$ cat config.mk
export PLATFORM = sky130hd
export DESIGN_NAME = shift_sequencer
export DESIGN_NICKNAME = d
export VERILOG_FILES = /design/src/rtl/shift_seq_pkg.sv /design/src/rtl/shift_sequencer.sv
export SDC_FILE = /design/constraint.sdc
export NUM_CORES = 1
export LEC_CHECK = 0
export CAP_MARGIN = 20
export CELL_PAD_IN_SITES_DETAIL_PLACEMENT = 0
export CELL_PAD_IN_SITES_GLOBAL_PLACEMENT = 1
export CORE_UTILIZATION = 28
export CTS_CLUSTER_DIAMETER = 60
export DETAILED_ROUTE_END_ITERATION = 10
export PLACE_DENSITY = 0.76
export SLEW_MARGIN = 20
export SYNTH_ARGS = -nofsm -noshare
export SYNTH_HDL_FRONTEND = slang
export SYNTH_SLANG_ARGS = --single-unit
$ cat constraint.sdc
create_clock -name clock -period 1.7 [get_ports clock]
set_clock_uncertainty 0.15 [all_clocks]
set_input_delay 0.17 -clock clock [delete_from_list [all_inputs] [get_ports clock]]
set_output_delay 0.17 -clock clock [all_outputs]
set_load 0.03 [all_outputs]
$ cat src/rtl/shift_seq_pkg.sv
// Shared types and constants for the shift sequencer and its shifter.
//   state_e   : sequencer FSM states (2-bit encoding)
//   DIR_RIGHT : leftright value that shifts toward the LSB
//   DIR_LEFT  : leftright value that shifts toward the MSB
package shift_seq_pkg;

  typedef enum logic [1:0] {
    IDLE  = 2'd0,
    LOAD  = 2'd1,
    SHIFT = 2'd2,
    DONE  = 2'd3
  } state_e;

  localparam logic DIR_RIGHT = 1'b0;
  localparam logic DIR_LEFT  = 1'b1;

endpackage

$ cat src/rtl/shift_sequencer.sv
// Command-driven controller for one parallel-load bidirectional shifter.
// Accepts a command (optional load, then N shifts with a given direction and
// fill bit), drives the shifter pins cycle-exactly, captures the shifter
// contents at the end and pulses done; abort cancels and pulses aborted.
// Ports:
//   clock, reset         : rising-edge clock, synchronous active-low reset
//   cmd_valid/cmd_ready  : command handshake (ready only in IDLE)
//   cmd_load, cmd_data   : optional parallel load value
//   cmd_dir, cmd_fill    : shift direction and serial fill bit
//   cmd_count            : number of shift cycles (0 allowed)
//   abort                : cancel the command in progress
//   sh_*                 : shifter control pins / shifter output
//   result, done         : captured contents, one-cycle completion pulse
//   aborted              : one-cycle pulse when an abort takes effect
module shift_sequencer
  import shift_seq_pkg::*;
#(
  parameter int WIDTH = 4,
  parameter int CNT_W = 3
) (
  input  logic             clock,
  input  logic             reset,
  input  logic             cmd_valid,
  output logic             cmd_ready,
  input  logic             cmd_load,
  input  logic [WIDTH-1:0] cmd_data,
  input  logic             cmd_dir,
  input  logic             cmd_fill,
  input  logic [CNT_W-1:0] cmd_count,
  input  logic             abort,
  output logic             sh_pload,
  output logic [WIDTH-1:0] sh_pdatain,
  output logic             sh_enable,
  output logic             sh_leftright,
  output logic             sh_serialin,
  input  logic [WIDTH-1:0] sh_pdataout,
  output logic [WIDTH-1:0] result,
  output logic             done,
  output logic             aborted
);

  state_e           r_state;
  logic [CNT_W-1:0] r_cnt;
  logic [WIDTH-1:0] r_data;
  logic             r_dir;
  logic             r_fill;
  logic [WIDTH-1:0] r_result;
  logic             r_done;
  logic             r_aborted;
  // Set on the first edge with reset released; keeps cmd_ready low while
  // reset is asserted even though the state is already IDLE.
  logic             r_live;

  // NOTE: all state is updated with non-blocking assignments so every
  // register samples the pre-edge values; blocking here would let later
  // statements see already-updated state and break the edge semantics.
  always_ff @(posedge clock) begin
    if (!reset) begin
      r_state   <= IDLE;
      r_cnt     <= '0;
      r_data    <= '0;
      r_dir     <= DIR_RIGHT;
      r_fill    <= 1'b0;
      r_result  <= '0;
      r_done    <= 1'b0;
      r_aborted <= 1'b0;
      r_live    <= 1'b0;
    end else begin
      r_live    <= 1'b1;
      r_done    <= 1'b0;
      r_aborted <= 1'b0;
      if (abort && r_state != IDLE) begin
        // Shifts already performed stay in the shifter; result is kept.
        r_state   <= IDLE;
        r_aborted <= 1'b1;
      end else begin
        case (r_state)
          IDLE: begin
            if (cmd_valid && cmd_ready) begin
              r_data <= cmd_data;
              r_dir  <= cmd_dir;
              r_fill <= cmd_fill;
              r_cnt  <= cmd_count;
              if (cmd_load)            r_state <= LOAD;
              else if (cmd_count != 0) r_state <= SHIFT;
              else                     r_state <= DONE;
            end
          end
          LOAD: begin
            r_state <= (r_cnt != 0) ? SHIFT : DONE;
          end
          SHIFT: begin
            r_cnt <= r_cnt - 1'b1;
            if (r_cnt == CNT_W'(1)) r_state <= DONE;
          end
          DONE: begin
            // The last shift landed on the previous edge, so sh_pdataout
            // is final during this cycle.
            r_result <= sh_pdataout;
            r_done   <= 1'b1;
            r_state  <= IDLE;
          end
          default: r_state <= IDLE;
        endcase
      end
    end
  end

  // Outputs are decoded from registered state only; LOAD and SHIFT are
  // distinct states, so pload and enable can never be high together.
  assign cmd_ready    = r_live && (r_state == IDLE);
  assign sh_pload     = (r_state == LOAD);
  assign sh_enable    = (r_state == SHIFT);
  assign sh_pdatain   = r_data;
  assign sh_leftright = r_dir;
  assign sh_serialin  = r_fill;
  assign result       = r_result;
  assign done         = r_done;
  assign aborted      = r_aborted;

endmodule

# Yosys cells after proc, flatten, opt, wreduce, memory -nomap -nowiden
# Index checks and enable logic that the tools add are counted.
# word_totals
reg_bits	18
input_bits	18
output_inout_bits	15
wordCells	42
# classes
mux	11
n_eq_ne	6
reduce_logical	13
bitwise_logic	2
addsub	1
# op_table
cell	n
$pmux W2 S4	1
$mux W2	3
$pmux W3 S2	1
$reduce_and A3 Y1	2
$reduce_bool A3 Y1	2
$mux W1	5
$eq A2 B2 Y1 const B	2
$reduce_and A2 Y1	2
$reduce_bool A2 Y1	2
$eq A3 B1 Y1 const B	1
$logic_and A1 B1 Y1	3
$mux W3	1
$sub A3 B1 Y3 const B	1
$eq A2 B1 Y1 const B	1
$logic_not A2 Y1	1
$ne A2 B1 Y1 const B	1
$ne A2 B2 Y1 const B	1
$not A1 Y1	2
$reduce_or A2 Y1	1

# Longest topological paths before layout
# Gate-level depths: netlist (run 1).
# logic_depth
word_depth	5
ltp_mapped	7
depth_no_buf	5

# Least setup slack after synthesis (run 1)
# OpenSTA, ideal clock, no wires.
# synth_path
path_kind	register to register
start	reg r_state[0]
end	reg r_state[1]
n_path_buf	1
stages_incl_launch_ff	6
period_less_slack_ns	1.795
path_slack_ns	-0.095
setup_ns	0.147
arrival_time_ns	1.498
required_time_ns	1.403
cell_sequence	dfxtp_1 > inv_1 > ha_1 > clkbuf_1 > a2111oi_0 > a2111oi_2
# synth_between
elab_cells_between_ends	13
classes_between	eq/ne (5); mux (1); reduce/logical (7)
# synth_rtl
item	line	source
start: declaration	shift_sequencer.sv:42	state_e r_state;
start signal: assignment	shift_sequencer.sv:90	r_state <= (r_cnt != 0) ? SHIFT : DONE;
$eq A2 B2 Y1 (*)	n/a	
named net sh_enable	shift_sequencer.sv:33	output logic sh_enable,
$ne A2 B1 Y1 (no source line)	n/a	
$reduce_and A2 Y1 (no source line)	n/a	
# The timed path passes the listed nets; every way through them passes the cells marked *.
# A chain may end at the register's enable or synchronous reset.

# Final worst setup path (run 1)
# layout_path
start	reg r_state[1]
end	reg r_cnt[2]
# layout_between
elab_chain_cells	5
elab_cells_between_ends	11
classes_between	eq/ne (2); mux (1); bitwise (1); reduce/logical (7)
# layout_lines
item	line	source
$logic_not A2 Y1	shift_sequencer.sv:77, shift_sequencer.sv:111	
$logic_and A1 B1 Y1	shift_sequencer.sv:111	assign cmd_ready = r_live && (r_state == IDLE);
$logic_and A1 B1 Y1	shift_sequencer.sv:79	if (cmd_valid && cmd_ready) begin
$ne A2 B2 Y1 (no source line)	n/a	
$reduce_and A3 Y1 (no source line)	n/a	
end signal: assignment	shift_sequencer.sv:83	r_cnt <= cmd_count;
end signal: assignment	shift_sequencer.sv:93	r_cnt <= r_cnt - 1'b1;
end: declaration	shift_sequencer.sv:43	logic [CNT_W-1:0] r_cnt;
# Parallel ways exist; a longest one is shown, timed or not.

==> results.env, run 1 <==
STATUS='finished, final reports clean'
CTS_TREE='yes'
SYN-INSTANCE-COUNT=102
SYNTH_EDF_COUNT=0
POST-DP-HPWL_UM=1740
CTS.REPORTEDPATHS.CLKPINSLEW_PS=110
MAX_SLEW.WORST_PIN.SLEW_PS=450
YOSYSMOSTFREQUENTCELL='sky130_fd_sc_hd__dfxtp_1'
FINALSETUPVIOLCOUNT=0
CLOCK_INSERTION_DELAY_WORST_SKEW_PS=300
N_DIODES=0
YS_WARN_COUNT=0
PLACEABLECOREAREA_MM2=0.00303
GRT_ANTENNA_BEFORE_REPAIR=0
SYNTH_COMMON_CELLS='sky130_fd_sc_hd__dfxtp_1 (18), sky130_fd_sc_hd__nand2_1 (13), sky130_fd_sc_hd__a21oi_1 (11)'
CLOCK_TREE.HTREE_LEVEL_COUNT=1
UNREPAIRED_SETUP_ENDPOINTS_AFTER_GLOBAL_ROUTING='yes'
MIN_PERIOD_PS=1680
IO_BUFFER_COUNT=32
DRTITER0DRC=33
SYNTH_SEQ_CELLS=18
LAYOUT_WORST_PATH_CYCLE_SHARE_PCT=98.5
POST_CTS_HOLD_BUFFER_COUNT=0
MAX-CAP-VIOLATIONS=0
SLEW-LIMIT-HEADROOM_PCT=69.9
YOSYSSEQAREASHARE_PCT=40.6
DETAIL_ROUTED_VIA_COUNT_PER_CELL=4.61
GRT.BUSIEST_LAYER='met2'
CRIT_PATH_TOP_DELAY_CELL='sky130_fd_sc_hd__or3b_4'
STARTING_DENSITY_PCT=29.3
NUMCTSBUFFERS=3
SETUP.WORST_PATH.END_CLASS='flop'
P_PER_AREA_mW_PER_MM2=1200
DIE-AREA_MM2=0.00340
FINALNONFILLERCELLS=189
CRIT_PATH_CELL_TRACE='buf_4 -> ha_2 -> or3b_4 -> a221oi_2 -> a31o_1'
SETUP.WORST_PATH.START_CLASS='flop'
N_FILL_CELL=309
HOLD_PATH_CLASS='input pin to flop'
VDD.IR_DROP.WORST_uV=346
GR-USAGE-MET1_PCT=17.2
NETLIST-CELL-TYPE-COUNT=36
DRC=0
DRIVE_ABOVE_1_SHARE_PCT=19.3
MIN_FROM='reset'
MAX-CLOCK-PATH-BUFFERS=2
NUM-NETS-FINAL=171
RESIDUAL_ANTENNA_VIOLATING_NET_COUNT_AFTER_DETAILED_ROUTING=0
TIMING_WORST_SETUP_PATH_TYPE='flop to flop'
VIAS=871
RR_WORST_DEPTH=5
DIE_Y_UM=58.3
POST_SYNTH.CELL_AREA_AVG_UM2=8.71
TRACK_USAGE_PCT=13.8
HOLD-PATH-ENDPOINT='r_live$_DFF_P_'
GRT_OVERFLOW=0
WORST_PATH_LARGEST_CELL_DELAY_PS=410
ROUTABILITYCONGESTION=0.870
MAPPEDNETLISTNETS=127
MAXIMUM_FANOUT_ALONG_THE_WORST_PATH=5
FIRST_GLOBAL_VIAS=817
GR-USAGE-MET2_PCT=22.8
CTS_ROOT_BUFFER='sky130_fd_sc_hd__clkbuf_4'
GRT_PASS1_WL_UM=3590
SYNTH_FF_TYPE='sky130_fd_sc_hd__dfxtp_1'
HORIZONTAL_EXTENT_OF_THE_DIE_UM=58.3
STDCELL_AREA_MM2=0.00138
DETAIL_ROUTE.WL_PER_CELL_UM=11.6
R2R-END='r_cnt[2]$_SDFFE_PN0P_'
REG2REG_SLACK_PS=20
CORE.ROWCOUNT=20
WHS_PS=239
SYN_AREA_UM2=888
CRITPATHREQUIREDTIME_PS=1800
P_LEAK_uW=0.000562
WORST_HOLD_PATH.NUM_CELLS=1
MAXCLOCKFREQUENCY_GHz=0.597
WORST_R2R_STARTPOINT='r_state[1]$_SDFFE_PP0P_'
YOSYSTOPAREACELLSHARE_PCT=40.6
HOLD_VIOL_FINAL=0
POST-PLACE-CELLS=185
DRT_FIRST_PASS_ITERS=4
CTS.SINKS=18
TIMING.CRITICAL_PATH.ARRIVAL_PS=1770
LAYOUT_OVERHEAD_ON_THE_SYNTHESIZED_AREA_PCT=55.1
POST-SYNTH-TOP-AREA-CELL='sky130_fd_sc_hd__dfxtp_1'
DPL_WORST_SLACK_PS=-83.1
FINALMAXSLEWVIOLATIONS=0
TOTALWIRELENGTH_UM=2190
PLACE_AREA_MM2=0.00132
GRT_USE_MET3_PCT=3.30
SETUP_WS_PS=25.0
SYNTH_TOP_CELLS_BY_AREA='sky130_fd_sc_hd__dfxtp_1 (41%), sky130_fd_sc_hd__ha_1 (9.9%), sky130_fd_sc_hd__a21oi_1 (6.2%)'
BOUNDARYPINS=33
GRT_MAX_DEGREE=12
SYNTH_ASYNC_SR_FLOP_SHARE_PCT=0
[area by class of cell]
cell class	count	area [um^2]	share of cell area, %
clock buffers	4	36.3	2.63
multi-input cells	73	498	36.1
inverters	7	26.3	1.91
repair buffers	43	400	29.1
flip-flops and latches	18	362	26.2
well taps	44	55.1	4.00
[layout by cell type (no fill, tap or decap), types with 3 or more instances in the layout]
| cell type | n |
|---|---|
| sky130_fd_sc_hd__nand3_1 | 8 |
| sky130_fd_sc_hd__inv_1 | 4 |
| sky130_fd_sc_hd__dfxtp_1 | 17 |
| sky130_fd_sc_hd__a21oi_1 | 11 |
| sky130_fd_sc_hd__inv_2 | 3 |
| sky130_fd_sc_hd__nand2b_1 | 3 |
| sky130_fd_sc_hd__dlymetal6s2s_1 | 3 |
| sky130_fd_sc_hd__buf_4 | 13 |
| sky130_fd_sc_hd__nand2_1 | 13 |
| sky130_fd_sc_hd__o21ai_1 | 4 |
| sky130_fd_sc_hd__clkdlybuf4s50_1 | 26 |
| sky130_fd_sc_hd__ha_1 | 5 |
| sky130_fd_sc_hd__clkbuf_4 | 3 |
[worst max-delay path: cells and delay by family, from the launching register on]
kind | cells | cell delay (ps)
simple gates | 1 | 410
compound gates | 2 | 390
flops | 1 | 350
fa+ha+maj | 1 | 220
buf+inv | 1 | 110
[stage by stage]
step           total power (uW)  utilization, %  TNS [ps]
4_1_cts                    1660            45.2         0
3_5_place_dp               1360            43.6      -124
3_3_place_gp               1340            43.6         0
5_1_grt                    1770            45.5     -15.2
6_report                   1650            45.5         0
2_1_floorplan              1060               -         0
[sequential cells by signal, indices dropped and copies added (netlist names)]
signal        flops
result            4
done              1
aborted           1
r_cnt             3
sh_pdatain        4
r_live            1
sh_leftright      1
sh_serialin       1
r_state           2
[where the power goes]
| group | leakage [uW] | total [uW] | internal [uW] | switching [uW] |
|---|---|---|---|---|
| Sequential | 0.000147 | 513 | 480 | 33.0 |
| Combinational | 0.000394 | 869 | 418 | 451 |
| Clock | 0.0000210 | 271 | 131 | 141 |
[routing by layer]
| metal | part of all wire [%] | routed length [um] |
|---|---|---|
| met5 | 0 | 0 |
| met1 | 46 | 1010 |
| met3 | 3.9 | 86 |
| met2 | 49 | 1060 |
| met4 | 1.1 | 25 |
[timing repair]
item | CTS | global route
buffers inserted | 0 | 0
setup endpoints to repair | 4 | 7
pin swaps | 0 | 0
resized for setup | 4 | 7
[cells by family (layout without fill, tap and decap cells)]
group | after synthesis | count (layout) | share of synthesized area [%]
AO/OA/AOI/OAI | 28 | 28 | 21.6
buffers and inverters | 11 | 54 | 5.63
flip-flops | 18 | 18 | 40.6
AND/OR/NAND/NOR | 38 | 38 | 22.4
adder cells (fa/ha/maj) | 7 | 7 | 9.86
[how the worst max path moves through the flow]
stage | startpoint | to | slack [ps]
CTS | r_state[1]$_SDFFE_PP0P_ | cmd_ready | 0.2
global route | r_state[0]$_SDFFE_PP0P_ | cmd_ready | -9
floorplan | r_state[1]$_SDFFE_PP0P_ | r_cnt[2]$_SDFFE_PN0P_ | 2
global placement | r_state[0]$_SDFFE_PP0P_ | r_cnt[2]$_SDFFE_PN0P_ | 20
detailed placement | r_state[1]$_SDFFE_PP0P_ | r_state[1]$_SDFFE_PP0P_ | -80
finish | r_state[1]$_SDFFE_PP0P_ | r_cnt[2]$_SDFFE_PN0P_ | 20
(Power assumes the default switching activity.)
==> run 2: changes to the inputs <==
--- a/config.mk
+++ b/config.mk
@@ -10,6 +10,7 @@
 export CELL_PAD_IN_SITES_GLOBAL_PLACEMENT = 1
 export CORE_UTILIZATION = 28
 export CTS_CLUSTER_DIAMETER = 60
+export CTS_CLUSTER_SIZE = 10
 export DETAILED_ROUTE_END_ITERATION = 10
 export PLACE_DENSITY = 0.76
 export SLEW_MARGIN = 20
==> results of run 2 <==
No change in the layout: final DEF, timing and power equal those of run 1.
